**src/rtl/dcache_unit.sv**
```systemverilog
// Direct-mapped, write-back, write-allocate data cache: 8 lines x 4 bytes,
// byte-wide CPU port, block-wide memory port.
module dcache_unit (
    input  logic        CLK,
    input  logic        RESET,
    output logic        busywait,
    input  logic        read,
    input  logic        write,
    input  logic [7:0]  writedata,
    output logic [7:0]  readdata,
    input  logic [7:0]  address,
    input  logic        mem_busywait,
    output logic        mem_read,
    output logic        mem_write,
    output logic [31:0] mem_writedata,
    input  logic [31:0] mem_readdata,
    output logic [5:0]  mem_address
);

    localparam logic [1:0] IDLE      = 2'd0;
    localparam logic [1:0] WRITEBACK = 2'd1;
    localparam logic [1:0] FETCH     = 2'd2;
    localparam logic [1:0] UPDATE    = 2'd3;

    logic [1:0]       state_q, state_d;
    logic [7:0]       valid_q, valid_d;
    logic [7:0]       dirty_q, dirty_d;
    logic [7:0][2:0]  tag_q, tag_d;
    logic [7:0][31:0] data_q, data_d;
    logic [31:0]      fetch_q, fetch_d;
    logic [7:0]       hold_q, hold_d;

    logic [2:0] addr_tag;
    logic [2:0] idx;
    logic [1:0] offset;
    logic       req;
    logic       hit;
    logic [7:0] cur_byte;

    assign addr_tag = address[7:5];
    assign idx      = address[4:2];
    assign offset   = address[1:0];
    assign req      = read || write;
    assign hit      = valid_q[idx] && (tag_q[idx] == addr_tag);
    assign cur_byte = data_q[idx][{offset, 3'b000} +: 8];

    always_comb begin
        busywait      = (state_q != IDLE) || (req && !hit);
        mem_read      = (state_q == FETCH);
        mem_write     = (state_q == WRITEBACK);
        mem_address   = (state_q == WRITEBACK) ? {tag_q[idx], idx} : {addr_tag, idx};
        mem_writedata = data_q[idx];
        // Load data is live while read is high; otherwise the last loaded byte is held.
        readdata      = read ? cur_byte : hold_q;
        hold_d        = read ? cur_byte : hold_q;
    end

    always_comb begin
        state_d = state_q;
        valid_d = valid_q;
        dirty_d = dirty_q;
        tag_d   = tag_q;
        data_d  = data_q;
        fetch_d = fetch_q;
        case (state_q)
            IDLE: begin
                if (req && !hit) begin
                    state_d = (valid_q[idx] && dirty_q[idx]) ? WRITEBACK : FETCH;
                end else if (write) begin
                    data_d[idx][{offset, 3'b000} +: 8] = writedata;
                    dirty_d[idx] = 1'b1;
                end
            end
            WRITEBACK: begin
                if (!mem_busywait) state_d = FETCH;
            end
            FETCH: begin
                if (!mem_busywait) begin
                    fetch_d = mem_readdata;
                    state_d = UPDATE;
                end
            end
            default: begin
                data_d[idx]  = fetch_q;
                tag_d[idx]   = addr_tag;
                valid_d[idx] = 1'b1;
                dirty_d[idx] = 1'b0;
                state_d      = IDLE;
            end
        endcase
    end

    always_ff @(posedge CLK) begin
        if (RESET) begin
            state_q <= IDLE;
            valid_q <= '0;
            dirty_q <= '0;
            hold_q  <= '0;
        end else begin
            state_q <= state_d;
            valid_q <= valid_d;
            dirty_q <= dirty_d;
            hold_q  <= hold_d;
        end
    end

    // Tag and data contents are meaningless while invalid, so they carry no reset.
    always_ff @(posedge CLK) begin
        tag_q   <= tag_d;
        data_q  <= data_d;
        fetch_q <= fetch_d;
    end

endmodule

```
**config.mk**
```make
export PLATFORM = sky130hd
export DESIGN_NAME = dcache_unit
export DESIGN_NICKNAME = d
export VERILOG_FILES = /design/src/rtl/dcache_unit.sv
export SDC_FILE = /design/constraint.sdc
export NUM_CORES = 1
export LEC_CHECK = 0
export CAP_MARGIN = 20
export CORE_MARGIN = 2
export CORE_UTILIZATION = 45
export CTS_BUF_LIST = sky130_fd_sc_hd__clkbuf_4
export DETAILED_ROUTE_END_ITERATION = 10
export DONT_BUFFER_PORTS = 1
export GPL_ROUTABILITY_DRIVEN = 0
export PLACE_DENSITY = 0.58
export SLEW_MARGIN = 20
export SYNTH_ARGS = -nofsm -noshare
export SYNTH_HDL_FRONTEND = slang
export SYNTH_SLANG_ARGS = --single-unit
export TNS_END_PERCENT = 5
```
**constraint.sdc**
```tcl
create_clock -name CLK -period 4.5 [get_ports CLK]
set_input_delay 0.45 -clock CLK [delete_from_list [all_inputs] [get_ports CLK]]
set_output_delay 0.45 -clock CLK [all_outputs]
set_load 0.03 [all_outputs]
```
==> results of run 1 <==
power by group through the flow:
| stage | clock, mW | combinational (mW) | sequential (mW) |
|---|---|---|---|
| floorplan | 0 | 1.04 | 3.82 |
| global placement | 0 | 1.52 | 3.86 |
| detailed placement | 0 | 1.54 | 3.86 |
| CTS | 2.68 | 1.58 | 3.80 |
| global route | 2.83 | 1.69 | 3.82 |
| finish | 2.62 | 1.60 | 3.80 |
per-layer routing:
metal / routed length [um] / global-route usage (%) / part of all wire (%)
met1: 18000 / 34.7 / 41
met2: 20300 / 38.4 / 47
met5: 0 / 0 / 0
met4: 1110 / 8.52 / 2.6
met3: 4040 / 6.27 / 9.3
timing repair:
action	in CTS	in global routing
hold buffers	41	0
gates resized for setup	0	0
endpoints found under the hold margin	80	0
synth_stat cells, types with 6 or more instances:
cell type / count / area [um2]
a211o_1: 6 / 52.6
buf_2: 15 / 75.1
a22o_1: 6 / 52.6
dfxtp_1: 26 / 521
inv_1: 11 / 41.3
buf_1: 18 / 67.6
and2_1: 6 / 37.5
a221oi_1: 15 / 131
edfxtp_1: 312 / 9370
o21ai_0: 15 / 75.1
clkbuf_1: 35 / 131
o22ai_1: 9 / 56.3
mux2i_1: 37 / 370
ha_1: 9 / 113
buf_4: 6 / 45.0
mux2_2: 27 / 304
nand4_1: 6 / 37.5
nand2_1: 42 / 158
nor2_1: 336 / 1260
a21oi_1: 50 / 250
mux4_2: 31 / 698
nand3_1: 8 / 40.0
nor2b_1: 41 / 257
a22oi_1: 12 / 90.1
placed cells by master, fill, tap and decap left out, types with 3 or more instances in the layout:
cell and n:
o21ai_0 14, nor3_1 3, and2_1 6, a21oi_1 48, nand4_1 6, o2bb2ai_1 4, diode_2 4, a22o_1 6
nand2b_1 3, nor2_1 336, a221oi_1 15, buf_4 28, xnor2_1 3, a22oi_1 12, mux2_2 27, mux4_2 31
a211o_1 6, dfxtp_1 26, o22ai_1 9, nand3_1 8, o211ai_1 5, clkbuf_4 130, mux4_1 4, nand2_1 42
o221ai_1 4, a221o_1 3, inv_1 11, ha_1 8, inv_2 3, clkinv_1 14, nor2b_1 40, dlygate4sd3_1 41
mux2i_1 37, a31oi_4 3, or3b_2 4, edfxtp_1 312
worst max path at each step:
stage / startpoint / end
floorplan: address[2] / readdata[5]
global placement: address[3] / data_q[79]
detailed placement: address[3] / data_q[43]
CTS: data_q[15] / readdata[7]
global route: data_q[32] / readdata[0]
finish: data_q[32] / readdata[0]
flip-flops by register name, summed over array words and instances, names as in the netlist, named ones only:
signal,flops
state_q,2
tag_q,24
hold_q,8
valid_q,8
fetch_q,32
data_q,256
layout make-up:
cell class,instances,share of cell area (%)
sequential,338,58.1
multi-input combinational,733,28.1
clock buffer,128,5.65
timing repair buffer,71,3.74
tap,448,3.29
clock inverter,19,0.772
inverter,13,0.287
antenna,4,0.0588
worst max-delay path, delay by kind of cell (launching register included):
| kind | cells | cell delay, ns |
|---|---|---|
| muxes | 1 | 0.50 |
| AOI/OAI and AO/OA | 3 | 1.20 |
| DFF | 1 | 0.37 |
| and+or+nand+nor | 1 | 0.33 |
per-stage QoR:
| step | area (um2) | std cells | utilization, % |
|---|---|---|---|
| 2_1_floorplan | 15100 | 1166 | - |
| 3_5_place_dp | 15500 | 1560 | 46.5 |
| 6_report | 17000 | 1754 | 51.1 |
| 5_1_grt | 17000 | 1754 | 51.1 |
| 3_3_place_gp | 15500 | 1559 | 46.5 |
| 4_1_cts | 17000 | 1748 | 51.0 |
logic make-up (layout without fill, tap and decap cells):
| kind of cell | Yosys count | after routing |
|---|---|---|
| AND/OR/NAND/NOR | 466 | 466 |
| flip-flops | 338 | 338 |
| AO/OA/AOI/OAI | 156 | 156 |
| multiplexers | 99 | 99 |
| buffers and inverters | 95 | 231 |
| adder cells (fa/ha/maj) | 9 | 9 |
| XOR/XNOR | 3 | 3 |
| other | 0 | 4 |
==> results.toml, run 1 <==
[critical_path]
slowest_stage = "a221oi_1"
reg2reg_slack_ns = 1.17
slowest_delay_ns = 0.83
end_kind = "output pin"
cp.arrival_ns = 3.16
crit_chain = "mux4_2 > a221oi_1 > a21oi_1 > o221ai_1 > nand2_1"
crit_fanout = 2
start_kind = "flop"
r2r-end = "data_q[174]"
r2r_start = "tag_q[1]"
worstRegToRegCells = 6
crit_type = "reg -> out"
crit_required_ns = 4.05

[yosys]
syn_inst = 1166
synth_xor_area_share_pct = 0.174
synthMuxAreaShare_pct = 9.77
synth-edff-count = 312
syn_nets = 1228
synthSimpleGateAreaFrac_pct = 13.2
synth.avg_cell_area_um2 = 13.0
ys_ff_latch = 338
syn_area_um2 = 15100
synth_top_family_by_area = "simple AND/OR/NAND/NOR gates"
ys_types = 70
synthAdderAreaFrac_pct = 0.744
yosysWarnings = 0
yosysSeqAreaShare_pct = 65.4
synth_ff_type = "edfxtp_1"
synthArstFlopShare_pct = 0
synth_compound_area_share_pct = 7.54

[power_and_ir_drop]
p_per_area_nw_per_um2 = 472
pwr-share-seq_pct = 47.4
comb_power_share_pct = 20.0
power.internal_mw = 5.54
ir_drop_mv = 0.287
swShare_pct = 31.0
leakage_nw = 5.39
switchingPower_mw = 2.49
p_total_mw = 8.02
clock_power_share_pct = 32.7

[min_path]
hold_start = "writedata[4]"
worst_hold_path_type = "in -> reg"
worstHoldPathCells = 2
hold_end = "data_q[68]"

[place]
place_worst_setup_slack_ns = 0.980
port_buffers = 0
dp_hpwl_um = 29400

[cts]
postCtsSetupBuffers = 0
cts_buffers = 86
clockRootBuffer = "clkbuf_4"
cts.sinks = 338
path_clk_slew_ns = 0.06
clock_path_buffers = 3
cts_tree = "yes"
clk_latency_ns = 0.76
h-tree-depth = 3

[grt]
grt_pass1_vias = 9864
grt_pass1_wl_um = 63800
grt_start_max_net_pins = 98
grtUsageTotal_pct = 24.9
grt-ovfl-total = 0
antenna_found_initial = 2

[timing]
fin_ws_ns = 0.889
hold_ws_ns = 0.0477
setup_viol = 0
timing.fmax_mhz = 277
maxSlewViolCount = 0
rsz0062_at_grt = "false"
worst-slew-pin-transition_ns = 1.20
slew_headroom_pct = 20.0
skew_ns = 0.0521
final.setup.tns_ns = 0
period_needed_ns = 3.61
hold_viol_final = 0
period_share_pct = 80.3

[floorplanning]
core_um2 = 33300
die_x_um = 187
initial_utilization_pct = 45.4
die_h_um = 187
row_count = 67
pin_count = 102
die_area_um2 = 35100

[routing]
drc = 0
vias = 10122
drt_iter0_markers = 1182
dr.pass1.iters = 5
totalWireLength_um = 43400
wl_per_cell_um = 24.8
drtAntennaViolNets = 0
viasPerCell = 5.77

[flow_run]
drv_cap = 0

[finish]
multi_input_area_um2 = 4780
final_nets = 1305
syn_to_final_growth_pct = 12.5
layout-drive-gt1-share_pct = 18.8
n_fill_cell = 2969
regArea_um2 = 9890

[run_status]
outcome = "finished clean"
(Power assumes the default switching activity.)
==> inputs of run 2 (changes only) <==
Settings changed: PLACE_DENSITY 0.58 to 0.6.
Clock period 4.5 ns to 3.1 ns, I/O delays scaled along.
==> results.toml, run 2 (synthesis gave the netlist of run 1 again) <==
[timing]
final.setup.tns_ns = -0.0930
maxSlewViolCount = 0
slew_headroom_pct = 22.6
period_needed_ns = 3.19
period_share_pct = 103
rsz0062_at_grt = "true"
timing.fmax_mhz = 313
hold_viol_final = 0
setup_viol = 1
hold_ws_ns = 0.0273
fin_ws_ns = -0.0930
worst-slew-pin-transition_ns = 1.16
skew_ns = 0.0622

[finish]
final_cell_mix = "335 x nor2_1, 312 x edfxtp_1, 136 x clkbuf_4, 119 x buf_4, 56 x dlygate4sd3_1"
final_common_cell = "nor2_1"
layout-drive-gt1-share_pct = 24.5
largest_reg_flops = 256
n_fill_cell = 2873
utilization_pct = 53.9
reg_top3 = "data_q: 256 flops, fetch_q: 32 flops, tag_q: 24 flops"
final_nets = 1417
syn_to_final_growth_pct = 18.5
top_register = "data_q"

[flow_run]
drv_cap = 0

[routing]
drc = 0
totalWireLength_um = 44200
vias = 10557
viasPerCell = 5.64
drt_iter0_markers = 1193
dr.pass1.iters = 5
wl_per_cell_um = 23.6
drtAntennaViolNets = 0

[min_path]
worst_hold_path_type = "in -> reg"
hold_start = "writedata[6]"
hold_end = "data_q[14]"
worstHoldPathCells = 2

[critical_path]
start_kind = "flop"
reg2reg_slack_ns = 0.09
slowest_delay_ns = 0.55
crit_required_ns = 2.79
crit_fanout = 2
crit_top_cell = "mux4_2"
worstRegToRegCells = 8
end_kind = "output pin"
cp.arrival_ns = 2.88
cp_top_family = "multiplexers"
crit_type = "reg -> out"
worst-path-buf-inv = 1
r2r-end = "hold_q[0]"
r2r_start = "data_q[240]"
crit_chain = "mux4_2 > mux2_4 > mux4_2 > nor2_2 > nor2_1 > buf_4"
slowest_stage = "mux4_2"

[floorplanning]
initial_utilization_pct = 45.4
die_h_um = 187
die_area_um2 = 35100
row_count = 67
pin_count = 102
core_um2 = 33300
die_x_um = 187

[run_status]
violations = "setup timing"
outcome = "finished with violations"

[power_and_ir_drop]
pwr-share-seq_pct = 46.2
power.internal_mw = 8.22
switchingPower_mw = 3.68
p_total_mw = 11.9
clock_power_share_pct = 32.1
comb_power_share_pct = 21.8
leakage_nw = 5.97
swShare_pct = 30.9
ir_drop_mv = 0.457
p_per_area_nw_per_um2 = 664

[grt]
grt-ovfl-total = 0
antenna_found_initial = 1
grtUsageTotal_pct = 25.4
grt_start_max_net_pins = 95
grt_pass1_wl_um = 66000
grt_pass1_vias = 10569

[cts]
clock_path_buffers = 3
clk_latency_ns = 0.75
path_clk_slew_ns = 0.07
h-tree-depth = 3
clockRootBuffer = "clkbuf_4"
postCtsSetupBuffers = 0
cts.sinks = 338
cts_buffers = 91
cts_tree = "yes"

[place]
port_buffers = 0
dp_hpwl_um = 29400
[run 2: what timing repair did]
| item | 4_1_cts | 5_1_grt |
|---|---|---|
| cloned | 0 | 0 |
| endpoints found under the setup margin | 5 | 8 |
| pin swaps | 3 | 0 |
| hold buffers | 56 | 0 |
| hold endpoints to repair | 229 | 0 |
| resized for setup | 8 | 5 |
[run 2: cell type report]
class | count | area [um2] | share of cell area (%)
Clock inverter | 24 | 101 | 0.565
Tap cell | 448 | 561 | 3.13
Sequential cell | 338 | 9890 | 55.2
Clock buffer | 136 | 1020 | 5.70
Timing Repair Buffer | 178 | 1500 | 8.35
Multi-Input combinational cell | 733 | 4800 | 26.8
Inverter | 13 | 48.8 | 0.272
Antenna cell | 1 | 2.50 | 0.0140
[run 2: power by group through the flow]
stage          combinational [mW]  sequential, mW  clock [mW]
6_report                     2.59            5.50        3.82
5_1_grt                      2.74            5.53        4.13
4_1_cts                      2.56            5.50        3.89
3_5_place_dp                 2.47            5.59           0
3_3_place_gp                 2.45            5.59           0
2_1_floorplan                1.52            5.55           0
[run 2: how the worst max path moves through the flow]
stage | startpoint | to | slack [ns] | depth (start not counted)
2_1_floorplan | address[2] | readdata[5] | 0.07 | 11
3_3_place_gp | address[2] | data_q[157] | 0.30 | 8
3_5_place_dp | address[2] | data_q[157] | 0.28 | 8
4_1_cts | data_q[215] | readdata[7] | -0.12 | 6
5_1_grt | data_q[247] | readdata[7] | -0.15 | 6
6_report | data_q[215] | readdata[7] | -0.09 | 6
[run 2: routing by layer]
metal,routed length [um],global-route usage (%),vias to the layer above
li1,-,-,4712
met1,18200,34.6,5188
met2,20100,38.6,555
met3,4350,6.34,102
met4,1650,11.4,0
met5,0,0,-
[run 2: per-stage QoR]
stage	cell area (um2)	setup WS, ns	instances
finish	17900	-0.0930	1871
global route	17900	-0.152	1871
CTS	17900	-0.124	1870
detailed placement	16200	0.277	1654
global placement	16200	0.305	1654
floorplan	15100	0.0678	1166
